### src/rtl/countdown_timer.sv
// countdown_timer: loadable down-counter stepping once per prescaler tick, pulsing done at zero
module countdown_timer #(
  parameter int N = 20,
  parameter int W = 4
) (
  input  logic         clk,
  input  logic         rst,
  input  logic         start,
  input  logic [W-1:0] load_val,
  input  logic         pause,
  output logic [W-1:0] data,
  output logic         busy,
  output logic         done
);
  typedef enum logic {IDLE, RUN} state_t;
  state_t state, state_n;
  logic [N-1:0] presc, presc_n;
  logic [W-1:0] data_n;
  logic done_n, tick, run;
  assign run  = state == RUN && !pause;
  assign tick = run && &presc;
  always_comb begin
    state_n = state;
    data_n  = data;
    presc_n = presc;
    done_n  = 1'b0;
    if (start) begin
      data_n  = load_val;
      presc_n = '0;
      state_n = (load_val != '0) ? RUN : IDLE;
      done_n  = load_val == '0;
    end else if (run) begin
      presc_n = presc + 1'b1;
      data_n  = tick ? data - 1'b1 : data;
      state_n = (tick && data == W'(1)) ? IDLE : RUN;
      done_n  = tick && data == W'(1);
    end
  end
  always_ff @(posedge clk) begin
    if (rst) begin
      state <= IDLE;
      data  <= '0;
      presc <= '0;
      busy  <= 1'b0;
      done  <= 1'b0;
    end else begin
      state <= state_n;
      data  <= data_n;
      presc <= presc_n;
      busy  <= state_n == RUN;
      done  <= done_n;
    end
  end
endmodule

### config.mk
export PLATFORM = sky130hd
export DESIGN_NAME = countdown_timer
export DESIGN_NICKNAME = d
export VERILOG_FILES = /design/src/rtl/countdown_timer.sv
export SDC_FILE = /design/constraint.sdc
export NUM_CORES = 1
export LEC_CHECK = 0
export CAP_MARGIN = 20
export CORE_UTILIZATION = 55
export CTS_CLUSTER_DIAMETER = 150
export DETAILED_ROUTE_END_ITERATION = 10
export GPL_TIMING_DRIVEN = 0
export PLACE_DENSITY = 0.84
export SLEW_MARGIN = 40
export SYNTH_ARGS = -nofsm -noshare
export SYNTH_HDL_FRONTEND = slang
export SYNTH_SLANG_ARGS = --single-unit
export TNS_END_PERCENT = 5
### constraint.sdc
create_clock -name clk -period 2.4 [get_ports clk]
set_input_delay 0.36 -clock clk [delete_from_list [all_inputs] [get_ports clk]]
set_output_delay 0.36 -clock clk [all_outputs]
set_load 0.01 [all_outputs]
==> results.py, run 1 <==
metrics = {
    "status": {
        "status": "completed",
    },
    "yosys": {
        "synthSimpleGateAreaFrac_pct": 34.2,
        "synthesis.area_per_instance_um2": 8.52,
        "postSynth.asyncResetShare_pct": 0,
        "synth_top_area_cell": "dfxtp_1",
        "postSynthNetCount": 168,
        "synth_adder_area_share_pct": 2.81,
        "muxShareOfSynthArea_pct": 2.25,
        "synth_enable_flop_cells": 0,
        "yosys_warnings": 0,
        "synth_top_area_share_pct": 38.9,
        "synth_top_family_by_area": "simple AND/OR/NAND/NOR gates",
        "synth-main-ff-cell": "dfxtp_1",
        "synth_area_in_compound_gates_pct": 11.3,
        "ys_seq_area_share_pct": 38.9,
        "synthesis.instances": 157,
        "postSynthRegisterBits": 26,
        "synth.top_cells.by_area": "dfxtp_1 (39%), nor2_1 (4.5%), a21oi_1 (3.4%)",
        "synthXorXnorAreaFrac_pct": 5.24,
        "yosys.cell_types.count": 37,
        "netlist_area_um2": 1340,
    },
    "clock_tree": {
        "cts_resized": 0,
        "h-tree-depth": 1,
        "clk_latency_ns": 0.32,
        "cts-buffers-inserted": 3,
        "clock_tree.root_cell": "clkbuf_4",
        "number_of_buffers_on_the_longest_clock_path": 2,
        "clk_pin_slew_ns": 0.14,
        "cts_setup_buffers": 0,
        "number_of_buffers_added_to_fix_hold_violations_after_cts": 0,
        "cts_tree": "yes",
        "clock_sink_count": 26,
    },
    "detailed_routing": {
        "wire_per_inst_um": 14.4,
        "detailedRoute.firstIterationViolations": 33,
        "dr.pass1.iters": 4,
        "ant_nets": 0,
        "drc": 0,
        "vias": 1223,
        "detail_route.vias_per_cell": 6.05,
        "drt_wl_total_um": 2900,
    },
    "sta": {
        "period_utilisation_layout_pct": 91.6,
        "worst_slew_pin_slew_ns": 0.716,
        "final.setup_skew_ns": 0.00170,
        "minimum_clock_period_after_layout_ns": 2.20,
        "final-hold-violation-count": 0,
        "timing.setup.tns_ns": 0,
        "timing.final.max_slew_violations": 0,
        "setup-violations-final": 0,
        "worst_slew_margin_rel_pct": 51.9,
        "grt_setup_unrepaired": "false",
        "fmax_mhz": 455,
    },
    "floorplanning": {
        "floorplan.initialDensity_pct": 59.3,
        "pin_count": 14,
        "fp.dieArea_um2": 2630,
        "core.rowCount": 17,
        "placeable_core_area_um2": 2250,
        "fp.dieW_um": 51.3,
        "height_of_the_chip_um": 51.3,
    },
    "critical_path": {
        "r2r.worst_path.cells": 5,
        "critical_path_peak_fanout": 6,
        "crit_chain": "ha_1 -> nand2_1 -> or4_4 -> or3_1 -> a2111oi_1",
        "critPathMaxStageDelay_ns": 0.53,
        "required_ns": 2.60,
        "critPathArrivalTime_ns": 2.40,
        "reg2reg_setup_slack_ns": 0.20,
        "timing.critical_path.max_delay_family": "simple AND/OR/NAND/NOR gates",
        "critical_path_depth": 5,
        "criticalPathCategory": "reg -> reg",
        "critPathBufInv": 0,
        "critical-path-slowest-cell": "or4_4",
        "element_type_at_the_critical_path_start": "flop",
        "cp-end-kind": "flop",
    },
    "global_routing": {
        "grt_pass1_wl_um": 4810,
        "grt_start_max_net_pins": 16,
        "track_usage_pct": 24.1,
        "number_of_global_route_vias_before_repair": 1116,
        "globalRoute.totalOverflow": 0,
        "antenna_found_initial": 0,
    },
    "placed_design": {
        "port_buffers": 13,
        "detailedPlacementHpwl_um": 2120,
        "place_congestion": 0.846,
        "placed_area_um2": 1510,
    },
    "cells_and_area": {
        "area.growth.synth_to_final_pct": 16.7,
        "antenna-diode-count": 0,
        "post_route_cells_drive_above_1_share_pct": 8.05,
        "nets": 186,
        "fillCellCount": 204,
        "stdcell_area_um2": 1560,
    },
    "power": {
        "p_clk_share_pct": 37.0,
        "switching_share_of_power_pct": 21.0,
        "netSwitchingPower_mw": 0.171,
        "seqPwrFrac_pct": 54.8,
        "max-vdd-ir-drop_uv": 317,
        "p_leak_nw": 0.518,
        "power_density_nw_per_um2": 521,
        "internal_power_mw": 0.643,
        "power.share.combinational_pct": 8.1,
    },
    "job": {
        "maximum_capacitance_violations": 0,
    },
    "min_path": {
        "min_delay_path_depth": 2,
        "hp-class": "reg -> reg",
    },
}
==> power groups by stage <==
stage,clock network (mW),logic [mW],registers (mW)
after detailed placement,0,0.0655,0.455
after global placement,0,0.0630,0.455
after CTS,0.304,0.0661,0.446
after global routing,0.323,0.0728,0.447
final,0.301,0.0663,0.446
after floorplan,0,0.0295,0.457
==> per-stage QoR <==
stage | power, mW | std cells | hold WS [ns] | worst slack, ns | util [%]
after floorplan | 0.486 | 157 | 0.429 | 0.454 | -
after global placement | 0.518 | 198 | 0.460 | -0.102 | 66.6
after detailed placement | 0.521 | 198 | 0.482 | -0.0944 | 66.9
after CTS | 0.817 | 202 | 0.501 | 0.197 | 69.3
after global routing | 0.843 | 202 | 0.527 | 0.0698 | 69.3
final | 0.814 | 202 | 0.501 | 0.201 | 69.3
==> layer usage <==
| metal | routed length (µm) | up-vias | GRT usage, % |
|---|---|---|---|
| met5 | 0 | - | 0 |
| met4 | 55 | 0 | 8.56 |
| met3 | 101 | 7 | 2.68 |
| met2 | 1420 | 37 | 43.2 |
| met1 | 1320 | 570 | 29.6 |
| li1 | - | 609 | - |
==> flip-flops by register name (all words and copies together) (netlist names) <==
signal,count
presc,20
data,4
done,1
state,1
==> placed cells by master, fill, tap and decap left out, types with 2 or more instances in the layout <==
cell type | netlist | layout
and4_1 | 4 | 4
nor2_1 | 16 | 16
nor2b_1 | 3 | 3
nand4_1 | 7 | 7
and3_1 | 2 | 2
or3_1 | 5 | 5
mux2i_1 | 3 | 3
dfxtp_1 | 26 | 26
a21oi_1 | 9 | 9
clkbuf_1 | 3 | 3
buf_6 | 2 | 2
nand2b_1 | 3 | 3
xnor2_1 | 5 | 5
ha_1 | 3 | 3
clkbuf_4 | 0 | 3
inv_1 | 6 | 6
or4_1 | 5 | 5
xor2_1 | 3 | 3
clkdlybuf4s50_1 | 0 | 13
nand2_1 | 11 | 11
or3_2 | 3 | 3
o21ai_0 | 6 | 6
o31ai_1 | 3 | 3
nor3_1 | 4 | 4
nand3_1 | 9 | 9
nor4_1 | 3 | 2
==> cell usage after synthesis (2+ instances only) <==
library cell,number
a21oi_1,9
and3_1,2
and4_1,4
buf_6,2
clkbuf_1,3
dfxtp_1,26
ha_1,3
inv_1,6
mux2i_1,3
nand2_1,11
nand2b_1,3
nand3_1,9
nand4_1,7
nor2_1,16
nor2b_1,3
nor3_1,4
nor4_1,3
o21ai_0,6
o31ai_1,3
or3_1,5
or3_2,3
or4_1,5
xnor2_1,5
xor2_1,3
==> kinds of logic after synthesis <==
kind of cell | Yosys count
flip-flops | 26
XOR/XNOR | 8
AO/OA/AOI/OAI | 24
adder cells (fa/ha/maj) | 3
AND/OR/NAND/NOR | 80
multiplexers | 3
buffers and inverters | 13
==> path summary, 6_finish.rpt <==
kind | from | endpoint
min | presc[12] | presc[12]
max reg2reg | presc[0] | data[3]
max | presc[0] | data[3]
min reg2reg | presc[12] | presc[12]
==> final cells by class <==
type                    count  area (µm²)  share of cell area, %
multi-input cells         118         753                   48.2
flip-flops and latches     26         520                   33.3
repair buffers             13         130                   8.33
plain buffers               7        47.5                   3.04
well taps                  28        35.0                   2.24
clock inverters             1        30.0                   1.92
clock buffers               3        22.5                   1.44
inverters                   6        22.5                   1.44
==> tightest hold or removal path: stages (launching register included) <==
cell and delay (ns):
dfxtp_1 0.36, nand2_1 0.06, mux2i_1 0.05
Power figures use the tool's default switching activity.
==> run 2: changes to the inputs <==
clock period = 2.7 ns   (was 2.4 ns; I/O delays follow)
==> results of run 2 <==
Same layout as run 1 (identical final DEF). Status: completed.
Among the figures that moved: setup slack after placement -0.0944 ns -> 0.161 ns; setup slack after layout 0.201 ns -> 0.501 ns; register-to-register setup slack 0.20 ns -> 0.50 ns; total power 0.814 mW -> 0.723 mW; worst IR drop on VDD 317 µV -> 282 µV
==> run 3: changes to the inputs <==
clock period = 2.3 ns   (was 2.7 ns; I/O delays follow)
==> run 3 against run 2 <==
Against the previous run: die area unchanged; sequential power grew 17%; first-iteration DRC count is 9.1% lower; clock-buffer cell count is the same; register-to-register slack got worse by 0.35 ns; clock skew is essentially flat; critical endpoint unchanged; critical path type unchanged; critical path depth unchanged; combinational power rose by 19%.
==> results.py, run 3 (synthesis gave the netlist of run 1 again) <==
metrics = {
    "sta": {
        "fmax_mhz": 465,
        "period_utilisation_layout_pct": 93.4,
        "worst_slew_pin_slew_ns": 0.727,
        "fin_hold_ws_ns": 0.500,
        "timing.final.max_slew_violations": 0,
        "worst_slew_margin_rel_pct": 51.1,
        "setup-violations-final": 0,
        "final.setup_skew_ns": 0.00215,
        "timing.setup.tns_ns": 0,
        "minimum_clock_period_after_layout_ns": 2.15,
        "final-hold-violation-count": 0,
        "finalWorstSetupSlack_ns": 0.151,
        "grt_setup_unrepaired": "false",
    },
    "global_routing": {
        "number_of_global_route_vias_before_repair": 1116,
        "antenna_found_initial": 0,
        "grt_pass1_wl_um": 4810,
        "grt_start_max_net_pins": 16,
        "globalRoute.totalOverflow": 0,
        "track_usage_pct": 24.1,
    },
    "critical_path": {
        "critPathArrivalTime_ns": 2.37,
        "element_type_at_the_critical_path_start": "flop",
        "criticalPathCategory": "reg -> reg",
        "required_ns": 2.52,
        "critical_path_peak_fanout": 6,
        "cp-end-kind": "flop",
    },
    "clock_tree": {
        "clk_latency_ns": 0.32,
        "clock_tree.root_cell": "clkbuf_4",
        "h-tree-depth": 1,
        "number_of_buffers_added_to_fix_hold_violations_after_cts": 0,
        "clock_sink_count": 26,
        "clk_pin_slew_ns": 0.14,
        "cts-buffers-inserted": 3,
        "cts_setup_buffers": 0,
        "cts_tree": "yes",
        "cts_resized": 0,
        "number_of_buffers_on_the_longest_clock_path": 2,
    },
    "detailed_routing": {
        "wire_per_inst_um": 14.4,
        "vias": 1203,
        "ant_nets": 0,
        "detailedRoute.firstIterationViolations": 30,
        "detail_route.vias_per_cell": 5.96,
        "drc": 0,
        "dr.pass1.iters": 4,
        "drt_wl_total_um": 2910,
    },
    "job": {
        "maximum_capacitance_violations": 0,
    },
    "cells_and_area": {
        "area.growth.synth_to_final_pct": 17.1,
        "antenna-diode-count": 0,
        "final_cell_mix": "dfxtp_1 (26), nor2_1 (16), clkdlybuf4s50_1 (13)",
        "flip_flop_count_of_the_largest_register_after_layout": 20,
        "post_route_cells_drive_above_1_share_pct": 8.62,
        "reg_top3": "presc x20, data x4",
        "fin_cells": 202,
        "register_containing_the_most_flip_flops_in_the_final_layout": "presc",
        "layout.cells.most_common": "dfxtp_1",
        "nets": 186,
    },
    "placed_design": {
        "detailedPlacementHpwl_um": 2120,
        "pre_cts_worst_setup_slack_ns": -0.179,
        "placed_cells_incl_taps": 198,
        "place_congestion": 0.846,
        "port_buffers": 13,
    },
    "floorplanning": {
        "floorplan.initialDensity_pct": 59.3,
        "pin_count": 14,
        "placeable_core_area_um2": 2250,
        "height_of_the_chip_um": 51.3,
        "core.rowCount": 17,
        "fp.dieW_um": 51.3,
        "fp.dieArea_um2": 2630,
    },
    "status": {
        "status": "completed",
    },
    "min_path": {
        "hp-class": "reg -> reg",
    },
    "power": {
        "max-vdd-ir-drop_uv": 332,
        "power_density_nw_per_um2": 543,
        "finalPower_mw": 0.851,
        "p_leak_nw": 0.519,
    },
}
## run 3: final timing paths
| check | startpoint | to | cells past startpoint | slack, ns |
|---|---|---|---|---|
| worst min register to register | presc[12] | presc[12] | 2 | 0.50 |
| worst min-delay path | presc[12] | presc[12] | 2 | 0.50 |
| worst max register to register | presc[0] | data[3] | 5 | 0.15 |
| worst max-delay path | presc[0] | data[3] | 5 | 0.15 |
## run 3: layout make-up
| cell class | count | area [µm²] |
|---|---|---|
| repair buffers | 13 | 130 |
| fillers | 204 | 688 |
| clock inverters | 1 | 30.0 |
| plain buffers | 7 | 47.5 |
| well taps | 28 | 35.0 |
| flip-flops and latches | 26 | 520 |
| clock buffers | 3 | 22.5 |
| inverters | 6 | 22.5 |
| multi-input cells | 118 | 758 |
## run 3: critical path, cell delays in order, from the launching register on
cell	delay [ns]
dfxtp_1	0.42
ha_1	0.19
nand2_1	0.14
or4_4	0.53
or3_1	0.42
a2111oi_2	0.34
## run 3: layer usage
layer | global-route usage, % | share of wire [%]
met5 | 0 | 0
met4 | 8.56 | 1.4
met3 | 2.68 | 3.5
met2 | 43.2 | 51
met1 | 29.6 | 44
## run 3: where the power goes
part / leakage (nW) / internal, mW / total, mW / switching, mW
sequential: 0.211 / 0.457 / 0.465 / 0.00811
clock: 0.0279 / 0.176 / 0.315 / 0.139
combinational: 0.280 / 0.0379 / 0.0702 / 0.0323
## run 3: stage by stage
stage / area (µm²) / util, %
finish: 1570 / 69.5
floorplan: 1340 / -
CTS: 1560 / 69.3
global placement: 1500 / 66.6
global route: 1570 / 69.5
detailed placement: 1510 / 66.9
==> RTL edit 1: new RTL, settings of run 3 <==
Add an input register stage for `start`, `load_val` and `pause`; this delays them by one clock.
--- a/src/rtl/countdown_timer.sv
+++ b/src/rtl/countdown_timer.sv
@@ -13,22 +13,33 @@
   output logic         done
 );
   typedef enum logic {IDLE, RUN} state_t;
+
+  logic start_q;
+  logic [W-1:0] load_val_q;
+  logic pause_q;
+
+  always_ff @(posedge clk) begin
+    start_q    <= start;
+    load_val_q <= load_val;
+    pause_q    <= pause;
+  end
+
   state_t state, state_n;
   logic [N-1:0] presc, presc_n;
   logic [W-1:0] data_n;
   logic done_n, tick, run;
-  assign run  = state == RUN && !pause;
+  assign run  = state == RUN && !pause_q;
   assign tick = run && &presc;
   always_comb begin
     state_n = state;
     data_n  = data;
     presc_n = presc;
     done_n  = 1'b0;
-    if (start) begin
-      data_n  = load_val;
+    if (start_q) begin
+      data_n  = load_val_q;
       presc_n = '0;
-      state_n = (load_val != '0) ? RUN : IDLE;
-      done_n  = load_val == '0;
+      state_n = (load_val_q != '0) ? RUN : IDLE;
+      done_n  = load_val_q == '0;
     end else if (run) begin
       presc_n = presc + 1'b1;
       data_n  = tick ? data - 1'b1 : data;
Behaviour: not the same (Yosys sat finds a counterexample within 4 cycles, from zero or initial values and one cycle with rst high).
==> RTL edit 1 against run 3 <==
  * Core utilization shrank 2.6 points
  * Count of clock-buffer cells in the layout grew 5
  * Largest cell class unchanged
  * Synthesized area rose by 7.0%
  * Routed wire length down 1.4%
  * Design area rose by 5.8%
  * Critical path depth is the same
  * Power increased by 15%
  * Worst setup slack better by 16 ps
  * Sequential cell count rose by 6
  * Clock power rose by 7.3%
==> RTL edit 1: results (changes against run 3) <==
** Critical path
- In this run the critical register-to-register path is captured at presc[18].
- Maximum fanout along the worst path :: 10 (+4)
- Startpoint of the worst setup timing path :: presc[3]
- The stage delay of the slowest cell on the critical path was 590 ps (+60 ps).

** Layout
- The largest registers in the layout are presc (20), data (4), load_val_q (4).
- Util after Layout :: 66.9% (-2.6 points)
- The layout net count was 188 (+1.1%).
- Fraction of final layout cells with drive strength greater than 1 :: 7.87% (-0.76 points)

** Power
- The cell leakage power was 0.547 nW (+5.3%).
- The switching fraction of total power is 23.1% (+2.0 points).
- The largest vdd supply drop came to 0.000524 V (+58%).

** Logic synthesis
- The count of cell types in the netlist is 39 (+5.4%).
- Synth Area in Adders :: 2.62% (-0.18 points)
- Ranked by instance count, the synthesized netlist is headed by 32 x sky130_fd_sc_hd__dfxtp_1, 19 x sky130_fd_sc_hd__nor2_1, 11 x sky130_fd_sc_hd__nand2_1.

** GRT
- The wire length of the first global-routing pass was 4750 um (-1.3%).
- Largest net degree at the start of global routing :: 11 (-5)
- Met2 routing resource usage after global routing :: 39.9% (-3.3 points)

** Placed design
- The number of cells in the design after placement was 200 (+1.0%).
- The half-perimeter wire length of the detailed placement result is 2090 um (-1.7%).
- Post-Place Cell Area :: 1600 um^2 (+6.0%)
- The pre-CTS worst setup slack came to 189 ps (+369 ps).

** STA
- The worst setup skew after layout is 15.4 ps (+13.3 ps).
- Worst-case headroom to the max-slew limit :: 56.8% (+5.7 points)

** Run status
- Result of the run :: complete, no violations

** CTS
- TritonCTS buffer count :: 5 (+2)
- The clock transition at the registers of the reported paths was 100 ps (-40 ps).

** Routing
- The detailed-routed wire length on met3 was 89 um (-13%).
[RTL edit 1: worst min-delay path by stage]
stage                              from             to  slack, ps  cells past startpoint
final                             start        start_q        440                      1
after floorplan             load_val[0]  load_val_q[0]        370                      0
after global placement    load_val_q[3]        data[3]        460                      2
after CTS                   load_val[3]  load_val_q[3]        440                      1
after global routing        load_val[3]  load_val_q[3]        440                      1
after detailed placement  load_val_q[3]        data[3]        460                      2
[RTL edit 1: final cells by class]
class | count | share of cell area (%)
Inverter | 10 | 2.26
Timing Repair Buffer | 13 | 7.85
Multi-Input combinational cell | 110 | 43.8
Sequential cell | 32 | 38.6
Buffer | 5 | 1.58
Clock buffer | 8 | 3.55
Tap cell | 30 | 2.26
[RTL edit 1: power by group through the flow]
stage,Sequential [mW],Clock [mW],Combinational (mW)
2_1_floorplan,0.591,0,0.0281
3_3_place_gp,0.589,0,0.0610
3_5_place_dp,0.590,0,0.0616
4_1_cts,0.578,0.344,0.0622
5_1_grt,0.580,0.361,0.0688
6_report,0.578,0.338,0.0622
==> RTL edit 2: new RTL, settings of run 3 <==
Made on the original files. Change the parameter `W` from 4 to 6.
--- a/src/rtl/countdown_timer.sv
+++ b/src/rtl/countdown_timer.sv
@@ -1,7 +1,7 @@
 // countdown_timer: loadable down-counter stepping once per prescaler tick, pulsing done at zero
 module countdown_timer #(
   parameter int N = 20,
-  parameter int W = 4
+  parameter int W = 6
 ) (
   input  logic         clk,
   input  logic         rst,
Interface: changed (resized data and load_val); port bits go from 14 to 18. No check against the original RTL was run, so the function may have changed too.
==> RTL edit 2 against run 3 <==
  * Design area increased by 1.1%
  * Synthesized cell count did not move
  * Synthesized area increased by 1.1%
  * Via count shrank 7.9%
  * Critical path depth grew 1
  * Core utilization is 0.78 points higher
  * Sequential cell count grew 2
  * Worst setup slack better by 280 ps
  * Routed wire length is 8.7% lower
  * Power shrank 3.0%
  * Global-route usage shrank 1.3 points
  * Critical endpoint is now data[0]
  * Largest power group unchanged
==> RTL edit 2: results (changes against run 3) <==
** Run status
- Result of the run :: complete, no violations

** Min path
- Worst min-delay path startpoint :: rst
- Class of the worst hold path :: input pin to flop

** Routing
- The initial DRC count was 25 (-17%).
- Average wire per standard cell :: 13.0 um (-10%)
- The iteration count of the initial detailed-routing pass is 5 (+1).
- The via density per instance came to 5.40 (-9.2%).

** GRT
- The number of global-route vias before repair was 1054 (-5.6%).
- Total routing usage reported by global routing :: 22.9% (-1.3 points)
- Number of antenna violations at the first check in global routing :: 0 (unchanged)
- The wire length of the first global-routing pass is 4510 um (-6.3%).

** Power
- Reported leakage power :: 0.584 nW (+13%)
- Worst vdd rail ir drop :: 0.000427 V (+28%)
- PD cells :: 521 nW/um^2 (-4.1%)

** Logic synthesis
- Biggest area contributors in the synthesized netlist :: sky130_fd_sc_hd__dfxtp_1 41%, sky130_fd_sc_hd__xor2_1 8.4%, sky130_fd_sc_hd__nor2_1 7.5%
- Proportion of synthesized chip area in sequential cells :: 41.4% (+2.5 points)
- Cell variety after synth :: 30 (-19%)
- The commonest cells after synthesis are 28 x sky130_fd_sc_hd__dfxtp_1, 27 x sky130_fd_sc_hd__nor2_1, 13 x sky130_fd_sc_hd__xor2_1.
- In the post-synthesis netlist, the cell with the most instances is sky130_fd_sc_hd__dfxtp_1.
- The share of synthesized registers carrying an async set or reset came to 0% (unchanged).
- Number of warnings reported in the yosys synthesis log :: 0 (unchanged)
- The mean area per synthesized cell was 8.61 um^2 (+1.1%).
- The net count after synthesis was 170 (+1.2%).

** CTS
- Total of cells resized after clock tree synthesis :: 0 (unchanged)
- Post-CTS Setup Inserts :: 0 (unchanged)
- In this run the clock root is driven by a sky130_fd_sc_hd__clkbuf_4.
- The clock latency of the later-clocked register in the worst-skew pair came to 320 ps (about the same).

** Layout
- The layout net count was 191 (+2.7%).
- The ratio of cells with drive above 1 in the final layout is 5.08% (-3.5 points).
- The layout filler cell count came to 180 (-12%).
- The largest registers in the layout are presc (20), data (6).
- Final cell count without fillers :: 205 (+1.5%)

** STA
- The worst setup skew after layout is 1.05 ps (-1.10 ps).
- The slew at the pin closest to its max-slew limit is 462 ps (-265 ps).

** Placed design
- Detail Placement HPWL :: 1950 um (-8.2%)
- The number of cells in the design after placement is 201 (+1.5%).
- IO buf count :: 16 (+3)
- Post-placement worst setup slack :: 149 ps (+329 ps)
- Placer Congestion :: 0.810 (-4.3%)
- Post-Place Cell Area :: 1550 um^2 (+2.6%)

** Critical path
- The maximum fanout encountered on the critical timing path was 7 (+1).
- The kind of cell with the highest combined delay along the critical path is simple AND/OR/NAND/NOR gates.
- Arrival time of data at the critical path endpoint :: 2120 ps (-250 ps)
- The stage delay of the slowest cell on the critical path is 460 ps (-70 ps).
- On the critical path, the stage with the largest delay is an instance of sky130_fd_sc_hd__nor3_2.
RTL edit 2: cell count changes after synthesis, sizes merged, moves of 5 or more:
cell / delta
nor2: +12
o21a: +5
o21ai: -6
or3: -7
or4: -6
xnor2: +6
xor2: +10
RTL edit 2: per-layer routing:
metal | vias to the layer above | global-route usage (%) | wire (um)
met5 | - | 0 | 0
met4 | 0 | 9.46 | 44
met3 | 5 | 2.63 | 68
met2 | 24 | 37.7 | 1290
met1 | 509 | 30.2 | 1260
li1 | 570 | - | -
RTL edit 2: path summary, 6_finish.rpt:
| kind | to | slack, ps | depth (start not counted) |
|---|---|---|---|
| setup / recovery | data[0] | 430 | 6 |
| hold / removal | done | 400 | 2 |
| setup reg to reg | data[0] | 430 | 6 |
| hold reg to reg | presc[17] | 530 | 2 |
RTL edit 2: report_power, final:
part	switching (mW)	internal, mW
sequential	0.0116	0.494
clock	0.140	0.0970
combinational	0.0376	0.0456
total	0.189	0.637
RTL edit 2: area by class of cell:
class                   instances  area share [%]
multi-input cells             115            46.4
flip-flops and latches         28            35.4
repair buffers                 16            10.1
clock buffers                   4            2.29
well taps                      28            2.21
inverters                       8            1.90
plain buffers                   6            1.66
RTL edit 2: cells by family (layout without fill, tap and decap cells):
group	Yosys count	after routing	share of synthesized area, %
DFF	28	28	41.4
AOI/OAI and AO/OA	13	13	6.01
muxes	1	1	0.740
adders and majority gates	3	3	2.78
buffers and inverters	14	34	4.16
and+or+nand+nor	74	74	29.3
xor gates and xnor gates	24	24	15.5
